## src/rtl/band_mixer_pkg.sv

```systemverilog
// Shared constants and the round/saturate helper for the three-band mixer.
package band_mixer_pkg;

   localparam int GAIN_FRAC  = 14;
   localparam int GAIN_UNITY = 16384;

   localparam int LP        = 0;
   localparam int BP        = 1;
   localparam int HP        = 2;
   localparam int NUM_BANDS = 3;

   typedef struct packed {
      logic signed [63:0] value;
      logic               clip;
   } sat_t;

   // Half-up rounding of a Q.GAIN_FRAC sum, then clamp to a signed width-bit range.
   function automatic sat_t round_sat(input logic signed [63:0] sum, input int width);
      sat_t               res;
      logic signed [63:0] rounded;
      logic signed [63:0] hi;
      logic signed [63:0] lo;
      rounded   = (sum + (64'sd1 <<< (GAIN_FRAC - 1))) >>> GAIN_FRAC;
      hi        = (64'sd1 <<< (width - 1)) - 64'sd1;
      lo        = -hi - 64'sd1;
      res.value = rounded;
      res.clip  = 1'b0;
      if (rounded > hi) begin
         res.value = hi;
         res.clip  = 1'b1;
      end else if (rounded < lo) begin
         res.value = lo;
         res.clip  = 1'b1;
      end
      return res;
   endfunction

endpackage

```

## src/rtl/band_mixer_if.sv

```systemverilog
// AXI-stream style handshake bundle used for both the band input and the mixed output.
interface band_mixer_if #(
   parameter int DATA_W = 16
) ();
   logic [DATA_W-1:0] tdata;
   logic              tvalid;
   logic              tready;
   logic              tlast;

   modport master (output tdata, output tvalid, output tlast, input  tready);
   modport slave  (input  tdata, input  tvalid, input  tlast, output tready);
endinterface

```

## src/rtl/band_mixer_gain_mult.sv

```systemverilog
// band_gain_mult: registered signed sample x gain product with a valid bit, stalled by en_i.
module band_gain_mult #(
   parameter int DATA_WIDTH = 16,
   parameter int GAIN_WIDTH = 16
) (
   input  logic                                   clk_i,
   input  logic                                   rst_i,
   input  logic                                   en_i,
   input  logic                                   valid_i,
   input  logic signed [DATA_WIDTH-1:0]           sample_i,
   input  logic signed [GAIN_WIDTH-1:0]           gain_i,
   output logic signed [DATA_WIDTH+GAIN_WIDTH-1:0] product_o,
   output logic                                   valid_o
);
   localparam int PROD_W = DATA_WIDTH + GAIN_WIDTH;

   logic signed [PROD_W-1:0] product_d;
   logic signed [PROD_W-1:0] product_q;
   logic                     valid_q;

   assign product_d = PROD_W'(sample_i) * PROD_W'(gain_i);

   always_ff @(posedge clk_i) begin
      if (rst_i) begin
         product_q <= '0;
         valid_q   <= 1'b0;
      end else if (en_i) begin
         product_q <= product_d;
         valid_q   <= valid_i;
      end
   end

   assign product_o = product_q;
   assign valid_o   = valid_q;

endmodule

```

## src/rtl/band_mixer.sv

```systemverilog
// Three-band gain mixer: per-band multiply, sum, round/saturate, with packet-safe gain updates.
module band_mixer
   import band_mixer_pkg::*;
#(
   parameter int DATA_WIDTH = 16,
   parameter int GAIN_WIDTH = 16
) (
   input  logic                         pi_clk,
   input  logic                         pi_sreset,
   band_mixer_if.slave                  pi_data,
   band_mixer_if.master                 po_data,
   input  logic signed [GAIN_WIDTH-1:0] pi_lp_gain,
   input  logic signed [GAIN_WIDTH-1:0] pi_bp_gain,
   input  logic signed [GAIN_WIDTH-1:0] pi_hp_gain,
   input  logic                         pi_gain_load,
   input  logic                         pi_clr_clip,
   output logic                         po_gain_pending,
   output logic                         po_clip,
   output logic                         po_clip_sticky
);
   localparam int PROD_W = DATA_WIDTH + GAIN_WIDTH;
   localparam int SUM_W  = PROD_W + 2;

   logic en;
   logic accept;
   logic apply;

   logic signed [GAIN_WIDTH-1:0] gain_req   [NUM_BANDS];
   logic signed [GAIN_WIDTH-1:0] gain_shd_q [NUM_BANDS];
   logic signed [GAIN_WIDTH-1:0] gain_shd_d [NUM_BANDS];
   logic signed [GAIN_WIDTH-1:0] gain_act_q [NUM_BANDS];
   logic signed [GAIN_WIDTH-1:0] gain_act_d [NUM_BANDS];
   logic                         pending_q, pending_d;
   logic                         in_pkt_q, in_pkt_d;

   logic signed [PROD_W-1:0]     prod [NUM_BANDS];
   logic [NUM_BANDS-1:0]         s1_valid;
   logic                         s1_last_q;
   logic signed [SUM_W-1:0]      sum_d, sum_q;
   logic                         s2_valid_q, s2_last_q;
   sat_t                         sat;
   logic                         out_valid_q, out_last_q, out_clip_q;
   logic [DATA_WIDTH-1:0]        out_data_q;
   logic                         sticky_q, sticky_d;

   // A full output register that is not being taken freezes every stage at once.
   assign en             = !out_valid_q || po_data.tready;
   assign accept         = pi_data.tvalid && en;
   assign pi_data.tready = en;

   assign gain_req[LP] = pi_lp_gain;
   assign gain_req[BP] = pi_bp_gain;
   assign gain_req[HP] = pi_hp_gain;

   always_comb begin
      gain_shd_d = gain_shd_q;
      gain_act_d = gain_act_q;
      pending_d  = pending_q;
      in_pkt_d   = in_pkt_q;
      // Only swap gains in a true gap between packets so no packet sees two gain sets.
      apply      = pending_q && !in_pkt_q && !accept;
      if (apply) begin
         gain_act_d = gain_shd_q;
         pending_d  = 1'b0;
      end
      if (pi_gain_load) begin
         gain_shd_d = gain_req;
         pending_d  = 1'b1;
      end
      if (accept) begin
         in_pkt_d = !pi_data.tlast;
      end
   end

   always_ff @(posedge pi_clk) begin
      if (pi_sreset) begin
         for (int b = 0; b < NUM_BANDS; b++) begin
            gain_shd_q[b] <= GAIN_WIDTH'(GAIN_UNITY);
            gain_act_q[b] <= GAIN_WIDTH'(GAIN_UNITY);
         end
         pending_q <= 1'b0;
         in_pkt_q  <= 1'b0;
      end else begin
         gain_shd_q <= gain_shd_d;
         gain_act_q <= gain_act_d;
         pending_q  <= pending_d;
         in_pkt_q   <= in_pkt_d;
      end
   end

   for (genvar b = 0; b < NUM_BANDS; b++) begin : g_band
      band_gain_mult #(
         .DATA_WIDTH (DATA_WIDTH),
         .GAIN_WIDTH (GAIN_WIDTH)
      ) u_mult (
         .clk_i     (pi_clk),
         .rst_i     (pi_sreset),
         .en_i      (en),
         .valid_i   (accept),
         .sample_i  (pi_data.tdata[b*DATA_WIDTH +: DATA_WIDTH]),
         .gain_i    (gain_act_q[b]),
         .product_o (prod[b]),
         .valid_o   (s1_valid[b])
      );
   end

   assign sum_d = SUM_W'(prod[LP]) + SUM_W'(prod[BP]) + SUM_W'(prod[HP]);
   assign sat   = round_sat(64'(sum_q), DATA_WIDTH);

   always_ff @(posedge pi_clk) begin
      if (pi_sreset) begin
         s1_last_q   <= 1'b0;
         s2_valid_q  <= 1'b0;
         s2_last_q   <= 1'b0;
         sum_q       <= '0;
         out_valid_q <= 1'b0;
         out_data_q  <= '0;
         out_last_q  <= 1'b0;
         out_clip_q  <= 1'b0;
      end else if (en) begin
         s1_last_q   <= pi_data.tlast;
         s2_valid_q  <= &s1_valid;
         s2_last_q   <= s1_last_q;
         sum_q       <= sum_d;
         out_valid_q <= s2_valid_q;
         out_data_q  <= DATA_WIDTH'(sat.value);
         out_last_q  <= s2_last_q;
         out_clip_q  <= sat.clip;
      end
   end

   always_comb begin
      sticky_d = sticky_q;
      if (pi_clr_clip) begin
         sticky_d = 1'b0;
      end
      if (out_valid_q && po_data.tready && out_clip_q) begin
         sticky_d = 1'b1;
      end
   end

   always_ff @(posedge pi_clk) begin
      if (pi_sreset) begin
         sticky_q <= 1'b0;
      end else begin
         sticky_q <= sticky_d;
      end
   end

   assign po_data.tvalid  = out_valid_q;
   assign po_data.tdata   = out_data_q;
   assign po_data.tlast   = out_last_q;
   assign po_clip         = out_clip_q;
   assign po_clip_sticky  = sticky_q;
   assign po_gain_pending = pending_q;

endmodule

```

## src/flat_wrapper.sv

```systemverilog
// flat-port wrapper written by rule: the top's interface ports become plain ports
module band_mixer_flat import band_mixer_pkg::*;
#(
   parameter int DATA_WIDTH = 16,
   parameter int GAIN_WIDTH = 16
)
  (pi_clk, pi_sreset, pi_lp_gain, pi_bp_gain, pi_hp_gain, pi_gain_load, pi_clr_clip, po_gain_pending, po_clip, po_clip_sticky, pi_data_tdata, pi_data_tvalid, pi_data_tlast, pi_data_tready, po_data_tdata, po_data_tvalid, po_data_tlast, po_data_tready);
  band_mixer_if #(.DATA_W(48)) pi_data_i ();
  band_mixer_if #(.DATA_W(16)) po_data_i ();
  input  logic pi_clk;
  input  logic pi_sreset;
  input  logic signed [GAIN_WIDTH-1:0] pi_lp_gain;
  input  logic signed [GAIN_WIDTH-1:0] pi_bp_gain;
  input  logic signed [GAIN_WIDTH-1:0] pi_hp_gain;
  input  logic pi_gain_load;
  input  logic pi_clr_clip;
  output logic po_gain_pending;
  output logic po_clip;
  output logic po_clip_sticky;
  input wire logic [$bits(pi_data_i.tdata)-1:0] pi_data_tdata;
  input wire logic [$bits(pi_data_i.tvalid)-1:0] pi_data_tvalid;
  input wire logic [$bits(pi_data_i.tlast)-1:0] pi_data_tlast;
  output wire logic [$bits(pi_data_i.tready)-1:0] pi_data_tready;
  output wire logic [$bits(po_data_i.tdata)-1:0] po_data_tdata;
  output wire logic [$bits(po_data_i.tvalid)-1:0] po_data_tvalid;
  output wire logic [$bits(po_data_i.tlast)-1:0] po_data_tlast;
  input wire logic [$bits(po_data_i.tready)-1:0] po_data_tready;
  assign pi_data_i.tdata = pi_data_tdata;
  assign pi_data_i.tvalid = pi_data_tvalid;
  assign pi_data_i.tlast = pi_data_tlast;
  assign pi_data_tready = pi_data_i.tready;
  assign po_data_tdata = po_data_i.tdata;
  assign po_data_tvalid = po_data_i.tvalid;
  assign po_data_tlast = po_data_i.tlast;
  assign po_data_i.tready = po_data_tready;
  band_mixer #(.DATA_WIDTH(DATA_WIDTH), .GAIN_WIDTH(GAIN_WIDTH)) u_core (.pi_clk(pi_clk), .pi_sreset(pi_sreset), .pi_data(pi_data_i), .po_data(po_data_i), .pi_lp_gain(pi_lp_gain), .pi_bp_gain(pi_bp_gain), .pi_hp_gain(pi_hp_gain), .pi_gain_load(pi_gain_load), .pi_clr_clip(pi_clr_clip), .po_gain_pending(po_gain_pending), .po_clip(po_clip), .po_clip_sticky(po_clip_sticky));
endmodule
```

## config.mk

```make
export PLATFORM = sky130hd
export DESIGN_NAME = band_mixer_flat
export DESIGN_NICKNAME = d
export VERILOG_FILES = /design/src/rtl/band_mixer_pkg.sv /design/src/rtl/band_mixer_if.sv /design/src/rtl/band_mixer_gain_mult.sv /design/src/rtl/band_mixer.sv /design/src/flat_wrapper.sv
export SDC_FILE = /design/constraint.sdc
export NUM_CORES = 2
export LEC_CHECK = 0
export ABC_AREA = 1
export CAP_MARGIN = 20
export CORE_MARGIN = 8
export CORE_UTILIZATION = 55
export DETAILED_ROUTE_END_ITERATION = 6
export DONT_BUFFER_PORTS = 1
export GPL_ROUTABILITY_DRIVEN = 0
export PLACE_DENSITY = 0.7
export RECOVER_POWER = 25
export REMOVE_ABC_BUFFERS = 1
export SYNTH_ARGS = -nofsm -noshare
export SYNTH_HDL_FRONTEND = slang
export SYNTH_HIERARCHICAL = 1
export SYNTH_SLANG_ARGS = --single-unit
```

## constraint.sdc

```tcl
create_clock -name pi_clk -period 17.7 [get_ports pi_clk]
set_input_delay 3.54 -clock pi_clk [delete_from_list [all_inputs] [get_ports pi_clk]]
set_output_delay 3.54 -clock pi_clk [all_outputs]
set_load 0.05 [all_outputs]
```

==> run summary <==
Mapped cell area: 0.0447 mm²
Vias/cell: 5.09
Fin area: 0.0463 mm²
CTS Buf Count: 34
Final Hold Viols: 0
Post-synth ARST share: 0%
Largest net degree at the start of global routing: 97
Vias in the first global route: 37.0k
Min-Delay Path Class: flop to flop
Routed WL: 109 mm
Global-route wire length before repair: 185 mm
Clock latency on the worst-skew pair: 0.56 ns
DR vias: 35.9k
H-Tree Level Count: 2
Max-slew violation count: 184
# fillers: 7585
Largest area contributor in the netlist: fa_1
Outcome: complete, but fails checks
Die Area: 0.0906 mm²
CTS tree: done
Rel. slew slack: -159%
Minimum clock period after layout: 10.50 ns
Share of layout cells above drive strength 1: 3.09%
Final setup fails: 0
Yosys top cell area share: 36.6%
Setup Buffers After CTS: 0
CP Capture Type: primary output
Nets: 7159
Pre-CTS WS: 8.70 ns
Core footprint: 0.0804 mm²
I/O pin count: 125
Register bit total from synthesis: 241
Post-route ant nets: 0
Grt total ovfl: 0
Reg area: 0.00482 mm²
CTS clk-pin slew, worst paths: 0.05 ns
Number of DRC markers in iteration 0: 2752
Main area contributors after synthesis: fa_1 37%, inv_1 14%, nand2_1 12%
Slowest cell on the critical path: clkinvlp_2
Switching power total: 2.92 mW
Bufs and invs on worst path: 1
Clock share of power: 13.4%
Yosys warns: 6
Combinational share of power: 70.3%
PortBufs: 0
GR Util All Layers: 24.8%
DR pass1 iterations: 6
CP peak stage delay: 2.71 ns
Synth Area per Inst: 7.25 µm²
Clock Tree Buf Depth: 3
Sequential power share: 16.2%
Leakage: 27.6 nW
CTS sink count: 241
Standard-cell rows: 104
Worst Path Arrival: 6.96 ns
Critical Path, Cell by Cell: nor2_1, clkinvlp_2
Post-synth EDFFs: 0
Die Ht: 301 µm
RSZ-0062 raised after global routing: false
Clock skew: 0.0309 ns
Crit path kind: primary input to primary output
Area Growth Syn to Fin: 3.58%
Max Cap Violations: 2
Fin crit share: 59.3%
Setup WS post-layout: 7.20 ns
Root Buffer: clkbuf_16
DP HPWL: 88.8 mm
Internal: 2.50 mW
Post_cts resized: 0
Power per Cell Area: 117 mW/mm²
Top delay family on crit path: buffers and inverters
Mapped Cells: 6163
DRC: 0
Number of inserted diodes: 0
Post-synth cell types: 44
Critical-path maximum fanout: 87
Sequential share of the synthesized area: 10.8%
Peak VDD IR: 0.0864 mV
Total negative slack: 0 ns
Crit start category: primary input
Critical path data required time: 14.16 ns
Post-DR wirelength/cell: 15.4 µm
Worst-margin pin slew: 3.88 ns
Hold Buf Count CTS: 0
Failing checks: capacitance limit, slew limit
Switching Share: 53.9%
Cell Area, Placed: 0.0451 mm²
Fmax: 95.3 MHz
Initial Util: 55.5%
Initial antenna violation count: 0
Top_reg_cell synth: dfxtp_1
Die X: 301 µm
Multi-input gate area: 0.0324 mm²
-- registers in the layout, summed over array words and instances (netlist names) --
| signal | flops |
|---|---|
| u_core/po_data.tdata | 16 |
| u_core/g_band.u_mult/valid_o | 3 |
| u_core/sum_q | 21 |
| u_core/in_pkt_q | 1 |
| u_core/po_data.tvalid | 1 |
| u_core/po_clip_sticky | 1 |
| u_core/gain_shd_q | 48 |
| u_core/g_band.u_mult/product_o | 96 |
| u_core/po_clip | 1 |
| u_core/s2_last_q | 1 |
| u_core/po_data.tlast | 1 |
| u_core/s1_last_q | 1 |
| u_core/s2_valid_q | 1 |
| u_core/gain_act_q | 48 |
| u_core/po_gain_pending | 1 |
-- per-layer routing --
metal | wire length (µm) | global-route usage, % | up-vias
li1 | - | - | 17300
met1 | 47500 | 34.1 | 17300
met2 | 50200 | 40.8 | 1135
met3 | 7900 | 3.54 | 171
met4 | 3060 | 6.91 | 0
met5 | 0 | 0 | -
-- placed cells by master, fill, tap and decap left out, drive strengths merged --
master	Yosys	layout
ha	279	279
fa	817	817
nand2	1468	1468
o21ai	251	251
inv	1711	1711
nand4	33	33
o21bai	26	26
nor4	1	1
xnor2	14	14
or2	10	10
clkinvlp	0	5
a211oi	1	1
o21a	7	7
and2	2	2
xor2	45	45
o211ai	8	8
bufinv	0	3
nand3b	13	13
clkinv	1	6
a21o	9	9
dfxtp	241	241
nor3	34	34
a21oi	143	143
nor2	624	624
clkbuf	228	50
buf	20	9
nand3	172	172
a31oi	4	4
-- worst reg2reg max path: stages, from the launching register on --
cell        delay (ns)
dfxtp_1           0.66
inv_1             0.09
nor2_1            0.71
clkinvlp_2        2.71
nand2_1           0.52
inv_1             0.26
nor2_1            0.42
nand2_2           0.08
buf_4             0.35
inv_2             0.84
nand2_1           0.20
nand3_1           0.10
-- cell usage after synthesis (3+ instances only) --
cell and count:
inv_1 1701, nand2_1 1442, fa_1 817, nor2_1 597, ha_1 279, dfxtp_1 241
o21ai_0 233, clkbuf_1 228, nand3_1 157, a21oi_1 124, xor2_1 45, nand4_1 33
o21bai_1 25, nor3_1 23, nand2_2 22, nor2_2 19, a21oi_2 18, o21ai_1 18
nand3_2 15, xnor2_1 14, nand3b_1 13, nor3_2 10, or2_2 10, a21o_1 9
inv_2 9, buf_2 8, nor2_4 8, o211ai_1 8, o21a_1 7, buf_1 5
a31oi_1 4, buf_4 4, nand2_4 4, buf_6 3
-- layout make-up --
class / count / share of cell area, %
timing repair buffer: 10 / 0.154
inverter: 1712 / 13.9
tap: 1060 / 2.87
sequential: 241 / 10.4
clock inverter: 13 / 0.368
multi-input combinational: 3961 / 70.1
clock buffer: 49 / 2.21
-- path summary, 6_finish.rpt --
check / startpoint / to / slack [ns] / cells after the start
hold reg to reg: u_core/gain_shd_q[14] / u_core/gain_shd_q[14] / 0.45 / 2
setup reg to reg: u_core/po_data.tvalid / u_core/gain_act_q[30] / 10.66 / 11
setup / recovery: po_data_tready / pi_data_tready / 7.20 / 2
hold / removal: u_core/gain_shd_q[14] / u_core/gain_shd_q[14] / 0.45 / 2
-- power groups by stage --
| stage | combinational [mW] | sequential [mW] | clock [mW] |
|---|---|---|---|
| finish | 3.81 | 0.880 | 0.728 |
| global route | 4.42 | 0.898 | 0.769 |
| CTS | 3.81 | 0.880 | 0.751 |
| detailed placement | 3.77 | 0.891 | 0 |
| global placement | 3.71 | 0.888 | 0 |
| floorplan | 2.91 | 0.833 | 0 |
-- kinds of logic after synthesis --
logic type / share of synthesized area (%)
xor gates and xnor gates: 1.16
adders and majority gates: 44.4
AOI/OAI and AO/OA: 5.53
and+or+nand+nor: 21.5
buffers and inverters: 16.6
DFF: 10.8
-- stage by stage --
| step | hold slack [ns] | util, % | instances | power (mW) |
|---|---|---|---|---|
| after floorplan | 0.429 | - | 5914 | 3.74 |
| after global placement | 0.439 | 56.1 | 6984 | 4.60 |
| after detailed placement | 0.445 | 56.1 | 6984 | 4.66 |
| after CTS | 0.459 | 57.6 | 7046 | 5.44 |
| after global routing | 0.482 | 57.5 | 7046 | 6.08 |
| final | 0.453 | 57.5 | 7046 | 5.42 |
Note: power is estimated with default switching activity, not from simulation.
